`config.mk`:
```
export PLATFORM = sky130hd
export DESIGN_NAME = lif_spike_monitor
export DESIGN_NICKNAME = d
export VERILOG_FILES = /design/src/rtl/lif_spike_monitor.sv
export SDC_FILE = /design/constraint.sdc
export NUM_CORES = 1
export LEC_CHECK = 0
export ABC_AREA = 1
export CORE_MARGIN = 10
export CORE_UTILIZATION = 30
export DETAILED_ROUTE_END_ITERATION = 7
export MAX_ROUTING_LAYER = met4
export SYNTH_ARGS = -nofsm -noshare
export SYNTH_HDL_FRONTEND = slang
export SYNTH_SLANG_ARGS = --single-unit
```
`constraint.sdc`:
```
create_clock -name clk -period 7.02 [get_ports clk]
set_input_delay 1.404 -clock clk [delete_from_list [all_inputs] [get_ports clk]]
set_output_delay 1.404 -clock clk [all_outputs]
set_load 0.02 [all_outputs]
```
`src/rtl/lif_spike_monitor.sv`:
```
// Spike-rate and inter-spike-interval monitor for a LIF neuron output.
// Counts rising edges over back-to-back windows and reports ISI per edge.
module lif_spike_monitor #(
  parameter int unsigned WIN_W = 16,
  parameter int unsigned CNT_W = 8,
  parameter int unsigned ISI_W = 12
) (
  input  logic             clk,
  input  logic             rst,
  input  logic             en,
  input  logic             spike_in,
  input  logic [WIN_W-1:0] window_len,
  output logic [CNT_W-1:0] rate_count,
  output logic             rate_valid,
  input  logic             rate_ready,
  output logic             overrun,
  output logic [ISI_W-1:0] isi,
  output logic             isi_valid
);

  localparam logic [WIN_W-1:0] WinOne = WIN_W'(1);
  localparam logic [CNT_W-1:0] CntOne = CNT_W'(1);
  localparam logic [CNT_W-1:0] CntMax = '1;
  localparam logic [ISI_W-1:0] IsiOne = ISI_W'(1);
  localparam logic [ISI_W-1:0] IsiMax = '1;

  typedef enum logic [0:0] {StIdle, StRun} state_e;

  state_e           state_q;
  logic [WIN_W-1:0] len_q;
  logic [WIN_W-1:0] t_q;
  logic [CNT_W-1:0] cnt_q;
  logic [ISI_W-1:0] isi_cnt_q;
  logic             spike_prev;
  logic             seen_q;

  logic             spike_edge;
  logic             in_idle;
  logic             win_active;
  logic             win_last;
  logic             win_done;
  logic [WIN_W-1:0] cur_len;
  logic [WIN_W-1:0] cur_t;
  logic [CNT_W-1:0] cur_cnt;
  logic [CNT_W-1:0] cnt_sum;
  logic [ISI_W-1:0] isi_sum;

  // The cycle that leaves idle is window cycle 0, so idle presents a virtual
  // window start (t=0, cnt=0, len=window_len) to the shared datapath.
  always_comb begin
    spike_edge = spike_in & ~spike_prev;
    in_idle    = (state_q == StIdle);
    win_active = en & (~in_idle | (window_len != '0));
    cur_len    = in_idle ? window_len : len_q;
    cur_t      = in_idle ? '0 : t_q;
    cur_cnt    = in_idle ? '0 : cnt_q;
    cnt_sum    = (spike_edge && (cur_cnt != CntMax)) ? cur_cnt + CntOne : cur_cnt;
    win_last   = (cur_t == cur_len - WinOne);
    win_done   = win_active & win_last;
    isi_sum    = (isi_cnt_q != IsiMax) ? isi_cnt_q + IsiOne : isi_cnt_q;
  end

  always_ff @(posedge clk) begin
    if (rst) begin
      state_q    <= StIdle;
      len_q      <= '0;
      t_q        <= '0;
      cnt_q      <= '0;
      isi_cnt_q  <= '0;
      spike_prev <= 1'b0;
      seen_q     <= 1'b0;
      rate_count <= '0;
      rate_valid <= 1'b0;
      overrun    <= 1'b0;
      isi        <= '0;
      isi_valid  <= 1'b0;
    end else begin
      spike_prev <= spike_in;
      isi_valid  <= 1'b0;

      // Window sequencing
      if (!en) begin
        state_q <= StIdle;
        t_q     <= '0;
        cnt_q   <= '0;
      end else if (win_active) begin
        if (win_last) begin
          state_q <= (window_len != '0) ? StRun : StIdle;
          len_q   <= window_len;
          t_q     <= '0;
          cnt_q   <= '0;
        end else begin
          state_q <= StRun;
          len_q   <= cur_len;
          t_q     <= cur_t + WinOne;
          cnt_q   <= cnt_sum;
        end
      end

      // Single-entry result register; a completion always wins over a drain.
      if (win_done) begin
        rate_count <= cnt_sum;
        rate_valid <= 1'b1;
        if (rate_valid && !rate_ready) begin
          overrun <= 1'b1;
        end
      end else if (rate_valid && rate_ready) begin
        rate_valid <= 1'b0;
      end

      // Inter-spike interval
      if (!en) begin
        isi_cnt_q <= '0;
        seen_q    <= 1'b0;
      end else if (spike_edge) begin
        if (seen_q) begin
          isi       <= isi_sum;
          isi_valid <= 1'b1;
        end
        isi_cnt_q <= '0;
        seen_q    <= 1'b1;
      end else begin
        isi_cnt_q <= isi_sum;
      end
    end
  end

endmodule
```
==> metrics.md <==
| Metric | Value |
|---|---|
| Synth area leader | `dfxtp_1` |
| Syn Nets | `839` |
| Post-CTS Resized | `0` |
| Max_slew headroom | `54.6%` |
| Area delta synth->final | `19.0%` |
| Ys async rst share | `0%` |
| Hold crit path type | `reg -> reg` |
| CTS Hold Bufs | `0` |
| Pin count of the biggest net entering global routing | `between 50 and 60` |
| Worst hold slack | `roughly 450 ps` |
| Pwr Density | `~190 nW/um^2` |
| Detailed Place HPWL | `9790 um` |
| Commonest cells in the synthesized netlist | `nand2_1, inv_1, dfxtp_1` |
| Crit path from | `window_len[1]` |
| Die width | `148 um` |
| Drt initial violations | `roughly 400` |
| CTS tree | `done` |
| CTS max path bufs | `2` |
| Slew Viols, Final | `0` |
| Root Driver | `clkbuf_16` |
| RSZ-0062 raised after global routing | `false` |
| Final Cycle Share | `64.4%` |
| Ranking of synthesized cells by area | `dfxtp_1, nand2_1, inv_1` |
| Worst setup path endpoint | `len_q[10]$_SDFFE_PP0P_` |
| Post-CTS Setup Inserts | `0` |
| WS Path Type | `in -> reg` |
| Hold path cells | `2` |
| Filler Cell Count | `1,751` |
| Final hold vios | `0` |
| Number of global-route vias before repair | `roughly 4,600` |
| Nets | `a little under 900` |
| Max Cap Viol | `0` |
| Setup crit start kind | `input pin` |
| Top_reg_cell synth | `dfxtp_1` |
| Via count | `between 5,000 and 6,000` |
| Total gr overflow | `0` |
| VDD IR-drop max | `about 0.12 mV` |
| #FFs+latches synth | `78` |
| Worst-case clock skew | `~5.9 ps` |
| Tmin final | `about 4500 ps` |
| Reg clk slew, reported paths | `70 ps` |
| Antenna viol nets, final | `0` |
| Cell variety after synth | `30` |
| Mapped Cells | `slightly above 800` |
| CTS sink count | `between 70 and 80` |
| R2R setup slack | `between 3000 and 4000 ps` |
| Crit path max fanout | `26` |
| Critical R2R Capture | `len_q[10]$_SDFFE_PP0P_` |
| I/O pin cnt | `44` |
| Later-pin clock latency in the skew report | `350 ps` |
| DP Worst Slack | `2160 ps` |
| IO buf count | `43` |
| Finished Cell Area | `5810 sq um` |
| Register area share after synthesis | `32.0%` |
| Synth warn | `0` |
| PnR worst setup slack | `2500 ps` |
| Sum of negative setup slack | `0 ps` |
| Final setup fails | `0` |
| Leak pwr | `2.54 nW` |
| CTS Buf Count | `9` |
| EDFF count, synth | `0` |
| Status | `finished clean` |
| DRC viols | `0` |
| Synth Area per Inst | `between 5 and 6 sq um` |
| R2R cell count | `18` |
| Die area | `~22,000 sq um` |
| Critical R2R Launch | `state_q$_SDFFE_PP0P_` |
| Die Y | `between 100 and 150 um` |
| Initial Util | `30.6%` |
| Most numerous cell in the Yosys netlist | `nand2_1` |
| Avg Vias per Cell | `between 4 and 5` |
| Fraction of layout cells with a size suffix above 1 | `4.94%` |
| Global-route wire length before repair | `approximately 23,000 um` |
| Worst Tran Pin Value | `just under 700 ps` |
| Initial antenna violation count | `0` |
| Critical Path RT | `between 7000 and 8000 ps` |
| Tot GR Track Use | `a little over an eighth` |
| Routed WL | `around 14,000 um` |
| Final Power | `~1.1 mW` |
| FMAX | `around 220 MHz` |
| Synthesized area | `4880 sq um` |
| Global placement routability congestion | `a little under 0.9` |
| Wirelength per Cell | `12.9 um` |
| Row Count | `46` |
| Core region area | `15,900 sq um` |
| Share of the synthesized area in the top cell type | `between 30% and 40%` |
| Placed instance area | `about 5500 sq um` |
| CTS H-tree lvls | `3` |
| CP endpoint kind | `flip-flop` |
| Critical Path AT | `about 4700 ps` |
| Drt pass-1 iters | `5` |
| Ant. Diodes | `0` |
layer usage:
metal / share of wire, % / up-vias / GRT usage, %
met2: 44 / 128 / 20.2
met5: 0 / - / -
met4: 1.1 / 0 / 3.17
met1: 50 / 2251 / 17.3
met3: 4.8 / 16 / 3.14
li1: - / 2651 / -
placed cells by master (no fill, tap or decap), types with 2 or more instances in the layout:
cell type / netlist / final
nor2_2: 3 / 3
nand4_1: 25 / 25
nand2_1: 298 / 298
inv_1: 93 / 93
nand2_2: 2 / 2
o211ai_1: 9 / 9
buf_4: 2 / 8
or2_2: 4 / 4
inv_2: 2 / 2
clkinvlp_4: 0 / 2
nor2_4: 3 / 3
nor2_1: 68 / 68
nor4_1: 4 / 4
nand3b_1: 4 / 4
o21ai_0: 32 / 32
xnor2_1: 6 / 6
clkinv_1: 2 / 2
xor2_1: 13 / 13
clkbuf_16: 0 / 9
dfxtp_1: 78 / 77
a21oi_1: 59 / 59
clkdlybuf4s50_1: 0 / 43
nand3_1: 63 / 63
ha_1: 4 / 4
nor3_1: 6 / 5
inv_8: 0 / 3
through the flow:
step                      std cells  utilization (%)
final                          1066             36.4
after detailed placement       1050             34.5
after global placement         1050             34.5
after global routing           1066             36.4
after CTS                      1066             36.4
after floorplan                 814                -
kinds of logic (layout without fill, tap and decap cells):
| family | Yosys count | count (layout) | share of synthesized area, % |
|---|---|---|---|
| adder cells (fa/ha/maj) | 4 | 4 | 1.02 |
| flip-flops | 78 | 78 | 32.0 |
| AO/OA/AOI/OAI | 102 | 102 | 11.0 |
| XOR/XNOR | 19 | 19 | 3.41 |
| AND/OR/NAND/NOR | 483 | 483 | 42.0 |
| buffers and inverters | 128 | 164 | 10.6 |
critical path, cell delays in order:
cell	delay [ps]
clkdlybuf4s50_1	430
inv_1	90
nand2_1	60
nand2_2	110
ha_1	190
nand3_1	130
nor2_2	270
nand2_1	110
inv_1	90
nand3_1	70
nand2_1	70
nand2_1	80
nor2_4	360
nand3_2	580
buf_4	440
nand2_1	70
nand2_1	50
nand2_1	60
a21oi_1	60
sequential cells by signal, summed over array words and instances, names as in the netlist:
signal      cells
seen_q          1
isi_cnt_q      12
rate_count      8
len_q          16
isi_valid       1
overrun         1
state_q         1
rate_valid      1
t_q            16
isi            12
cnt_q           8
spike_prev      1
power breakdown:
| group | internal [mW] | switching, mW |
|---|---|---|
| Clock | 0.284 | 0.217 |
| Combinational | 0.0445 | 0.0881 |
| Sequential | 0.453 | 0.00837 |
| Total | 0.782 | 0.313 |
final cells by class:
class / count / area (sq um) / share of cell area (%)
timing repair buffer: 51 / 490 / 8.44
sequential: 78 / 1560 / 26.9
inverter: 97 / 364 / 6.27
clock inverter: 7 / 87.6 / 1.51
tap: 216 / 270 / 4.65
clock buffer: 9 / 225 / 3.88
multi-input combinational: 608 / 2810 / 48.4
worst min path at each step:
stage	startpoint	end	slack [ps]
final	overrun$_SDFFE_PP0P_	overrun$_SDFFE_PP0P_	450
after global routing	overrun$_SDFFE_PP0P_	overrun$_SDFFE_PP0P_	460
after CTS	overrun$_SDFFE_PP0P_	overrun$_SDFFE_PP0P_	460
after detailed placement	overrun$_SDFFE_PP0P_	overrun$_SDFFE_PP0P_	450
after global placement	overrun$_SDFFE_PP0P_	overrun$_SDFFE_PP0P_	440
after floorplan	seen_q$_SDFFE_PP0P_	seen_q$_SDFFE_PP0P_	440
(Power assumes the default switching activity.)
==> RTL edit 1, RTL diff (same flow settings) <==
The parameter `ISI_W` goes from 12 to 24.
--- a/src/rtl/lif_spike_monitor.sv
+++ b/src/rtl/lif_spike_monitor.sv
@@ -5,3 +5,3 @@
   parameter int unsigned CNT_W = 8,
-  parameter int unsigned ISI_W = 12
+  parameter int unsigned ISI_W = 24
 ) (
Ports: changed (resized isi); port bits go from 44 to 56. No check against the original RTL was run, so the function may have changed too.
==> RTL edit 1 against the original RTL <==
Clock skew rose by 0.0083 ns. Wire length rose by 36%. Cell area grew 32%. Setup slack improved by 0.26 ns. Sequential cell count is 24 higher. Die area up 30%. Area after synthesis up 35%. Total power rose by 26%. Highest routed layer unchanged.
==> RTL edit 1: results (changes against the original RTL) <==
----------------------------------------------------
[Final layout]
  Registers with the most flip-flops ... isi: 24 flops, isi_cnt_q: 24 flops
  Final Net Count ... 1147 (+32%)
  Fraction of final layout cells sized beyond drive strength 1 ... 6.83% (+1.9 points)

[Global routing]
  Global-route usage over all layers ... 13.6% (+0.33 points)
  Global-route wire length before repair ... 31.4 mm (+35%)
  Pin count of the biggest net entering global routing ... 48 (-9.4%)

[Drt]
  Routed Wire Length ... 18.7 mm (+36%)
  Post-DR wirelength/cell ... 13.3 µm (+2.9%)
  Via density per instance ... 4.59 (-3.1%)

[Outcome]
  Run status ... complete, no violations

[Setup path]
  Critical-path top delay cell ... nor4_1
  Worst reg-to-reg setup slack ... 3.19 ns (+0.07 ns)
  Crit Path Max Fanout ... 44 (+69%)
  Terminus of the critical flop-to-flop path ... t_q[2]$_SDFFE_PP0P_

[Place]
  Worst setup slack before clock tree synthesis ... 2.40 ns (+0.239 ns)
  Number of I/O port buffers ... 55 (+28%)
  Final weighted congestion in routability-driven placement ... 0.923 (+3.4%)

[Pwr]
  Static power due to leakage ... 3.65 nW (+44%)
  Net switching fraction of the power ... 28.6% (about the same)

[Worst hold path]
  Launch point of the worst hold path ... t_q[14]$_SDFFE_PP0P_

[Synthesis]
  Synth Area per Inst ... 6.08 µm² (+1.3%)
  Sequential-to-total area share from yosys stat ... 31.0% (-1.0 points)
  Area contributors post-synth ... dfxtp_1 31%, nand2_1 19%, inv_1 9.4%

[Timing]
  Slew at the pin closest to its max-slew limit ... 0.771 ns (+0.0932 ns)
  Final setup skew ... 0.0143 ns (+0.00832 ns)
  Tightest hold margin ... 0.468 ns (+0.0175 ns)

----------------------------------------------------
==> RTL edit 1: area by class of cell <==
type                            count  area [µm²]
Clock inverter                      6         101
Timing Repair Buffer               60         588
Fill cell                        2383       14100
Sequential cell                   102        2040
Multi-Input combinational cell    779        3710
Clock buffer                       10         239
Tap cell                          280         350
Inverter                          170         641
==> RTL edit 1: metal layers <==
metal / routed length [µm] / share of wire (%) / global-route usage (%) / vias up
li1: - / - / - / 3429
met1: 8950 / 48 / 17.4 / 2865
met2: 8350 / 45 / 21.4 / 149
met3: 1140 / 6.1 / 2.58 / 14
met4: 236 / 1.3 / 3.56 / 0
met5: 0 / 0 / - / -
==> RTL edit 1: power by group through the flow <==
stage,registers (mW),logic (mW),clock network [mW]
floorplan,0.615,0.137,0
global placement,0.615,0.189,0
detailed placement,0.616,0.190,0
CTS,0.602,0.191,0.599
global route,0.604,0.217,0.617
finish,0.602,0.191,0.585
==> RTL edit 1: how the worst max path moves through the flow <==
stage / depth (start not counted) / from / to
final: 11 / window_len[2] / t_q[2]$_SDFFE_PP0P_
after detailed placement: 18 / window_len[1] / t_q[3]$_SDFFE_PP0P_
after floorplan: 18 / window_len[1] / t_q[11]$_SDFFE_PP0P_
after CTS: 18 / window_len[1] / t_q[2]$_SDFFE_PP0P_
after global placement: 18 / window_len[1] / t_q[4]$_SDFFE_PP0P_
after global routing: 16 / window_len[1] / t_q[4]$_SDFFE_PP0P_
==> RTL edit 1: logic make-up (layout without fill, tap and decap cells) <==
kind of cell               Yosys count  count (layout)  share of synthesized area [%]
and+or+nand+nor                    644             644                           42.9
buffers and inverters              204             246                           12.9
DFF                                102             102                           31.0
AOI/OAI and AO/OA                   96              96                           7.84
xor gates and xnor gates            35              35                           4.65
adders and majority gates            4               4                          0.759
==> RTL edit 2, RTL diff (same settings) <==
Without the edit above. Register the output `rate_count` once more, without a reset; this adds one clock of latency there. The other outputs are not delayed to match.
--- a/src/rtl/lif_spike_monitor.sv
+++ b/src/rtl/lif_spike_monitor.sv
@@ -27,2 +27,4 @@
   typedef enum logic [0:0] {StIdle, StRun} state_e;
+
+  logic [CNT_W-1:0] rate_count_s0;
 
@@ -71,3 +73,3 @@
       seen_q     <= 1'b0;
-      rate_count <= '0;
+      rate_count_s0 <= '0;
       rate_valid <= 1'b0;
@@ -101,3 +103,3 @@
       if (win_done) begin
-        rate_count <= cnt_sum;
+        rate_count_s0 <= cnt_sum;
         rate_valid <= 1'b1;
@@ -127,2 +129,6 @@
 
+  always_ff @(posedge clk) begin
+    rate_count <= rate_count_s0;
+  end
+
 endmodule
Check against the original RTL: not equivalent (a bounded check fails within 4 cycles, from zero or initial values and one cycle with rst high).
==> RTL edit 2 against the original RTL <==
Combinational power is 23% higher. Highest routed layer unchanged. Wire length is 10% higher. Total power is 6.0% higher. Sequential share of layout area is 0.93 points higher. Cell count is 6.9% higher. Register-to-register slack worse by 0.16 ns. Critical path type unchanged. Setup slack worse by 0.0062 ns. Global-route usage is 0.15 points higher. Area after synthesis is 8.4% higher. Cell area is 6.6% higher. Clock skew is 0.0027 ns higher. Critical path depth is 1 lower. Clock power is 3% lower. Sequential cell count is 8 higher.
==> RTL edit 2: results (changes against the original RTL) <==
----------------------------------------------------
[Outcome]
  Run status ... complete, no violations

[Worst hold path]
  Hold Path End ... rate_count[3]$_DFF_P_
  Launch point of the worst hold path ... rate_count_s0[3]$_SDFFE_PP0P_
  Instance count along the most critical hold path ... 0 (-2)

[Drt]
  Routed Wire Length ... 15.1 mm (+10%)
  Post-DR wirelength/cell ... 13.3 µm (+2.9%)
  Number of violations reported at the end of detailed-routing iteration 0 ... 317 (-20%)
  Met2 Routed Length ... 6.58 mm (+8.4%)
  Detailed-routing wirelength on met1 ... 7.57 mm (+10%)

[Synthesis]
  Area contributors post-synth ... dfxtp_1 33%, nand2_1 19%, inv_1 8.9%
  Post-Syn Nets ... 904 (+7.7%)
  Synthesized-area fraction occupied by ao, oa, aoi and oai cells ... 8.55% (-2.4 points)
  Number of library cell types mapped by synthesis ... 36 (+20%)
  Commonest cells in the synthesized netlist ... 263 x nand2_1, 126 x inv_1, 126 x nor2_1
  Sequential-to-total area share from yosys stat ... 32.5% (+0.54 points)
  Fraction of synthesized cell area in xor and xnor cells ... 3.14% (-0.26 points)
  Adder and majority cell fraction of the synthesized area ... 0.945% (-0.080 points)
  Syn Inst Count ... 879 (+8.0%)

[Timing]
  Final setup skew ... 0.00866 ns (+0.00271 ns)
  Total negative slack for setup checks ... 0 ns (unchanged)
  Max transition margin ... 45.3% (-9.3 points)

[Place]
  Final weighted congestion in routability-driven placement ... 0.918 (+2.9%)
  Half-perimeter wire length of the detailed placement result ... 11.0 mm (+12%)
  Cells after DPL ... 1124 (+7.0%)

[Global routing]
  GR Util met1 ... 17.2% (-0.099 points)
  Pin count of the biggest net entering global routing ... 59 (+11%)
  GR met3 Demand/Resource ... 3.11% (-0.030 points)
  Global-route usage over all layers ... 13.4% (+0.15 points)
  Number of global-route vias before repair ... 5012 (+7.9%)
  Global-route wire length before repair ... 25.4 mm (+9.1%)
  GR met2 Demand/Resource ... 20.4% (+0.13 points)

[Final layout]
  Fraction of final layout cells sized beyond drive strength 1 ... 6.01% (+1.1 points)
  Final Net Count ... 935 (+7.5%)
  Layout sequential cell count ... 86 (+10%)
  Plain + repair buffers ... 48 (-5.9%)
  Clock buf/inv share ... 4.81% (-0.57 points)
  Sequential share of cell area ... 27.8% (+0.93 points)
  Final-layout non-clock buffer area share ... 7.56% (-0.88 points)
  Multi-input logic portion of the cell area ... 47.3% (-1.0 points)
  Total number of multi-input combinational cells ... 634 (+4.3%)
  Count of filler cells inserted in the layout ... 1896 (+8.3%)

[Setup path]
  End of the critical path ... t_q[6]$_SDFFE_PP0P_
  Crit Path Max Fanout ... 29 (+12%)
  Worst reg-to-reg setup slack ... 2.96 ns (-0.16 ns)
  Terminus of the critical flop-to-flop path ... t_q[6]$_SDFFE_PP0P_
  Arrival time worst endpoint ... 4.77 ns (+0.03 ns)

[Pwr]
  Net switching fraction of the power ... 30.6% (+2.0 points)
  Clock network fraction of total power ... 42.0% (-3.8 points)
  Power dissipated by switching net loads ... 0.355 mW (+13%)
  Highest ir drop seen on vdd ... 0.000121 V (-0.72%)
  Static power due to leakage ... 2.97 nW (+17%)

----------------------------------------------------
## RTL edit 2: cell count changes after synthesis, moves of 8 or more
cell     unedited run  this run
nand3_1            63        79
inv_1              93       126
nand2_1           298       263
dfxtp_1            78        86
nor2_1             68       126
a21oi_1            59        35
nor2_2              3        13
## RTL edit 2: worst max-delay path, cell delays in order
cell and delay [ns]:
clkdlybuf4s50_1 0.46, inv_1 0.11, nand2_1 0.07, nand2_2 0.11, ha_1 0.20, nand3_1 0.18
nor2_4 0.22, nand2_1 0.10, nand2_1 0.09, nand2_1 0.05, nand2_1 0.07, nand2_1 0.05
nor2_1 0.08, nand2_1 0.09, nor2_4 0.24, nand3_2 0.68, nand2_2 0.47, nor2_1 0.08
## RTL edit 2: through the flow
stage	worst slack, ns	hold WS (ns)	cell area, µm²
CTS	2.55	0.354	6190
global route	2.13	0.364	6190
floorplan	3.70	0.331	5300
finish	2.49	0.352	6190
detailed placement	2.18	0.340	5890
global placement	2.32	0.337	5890
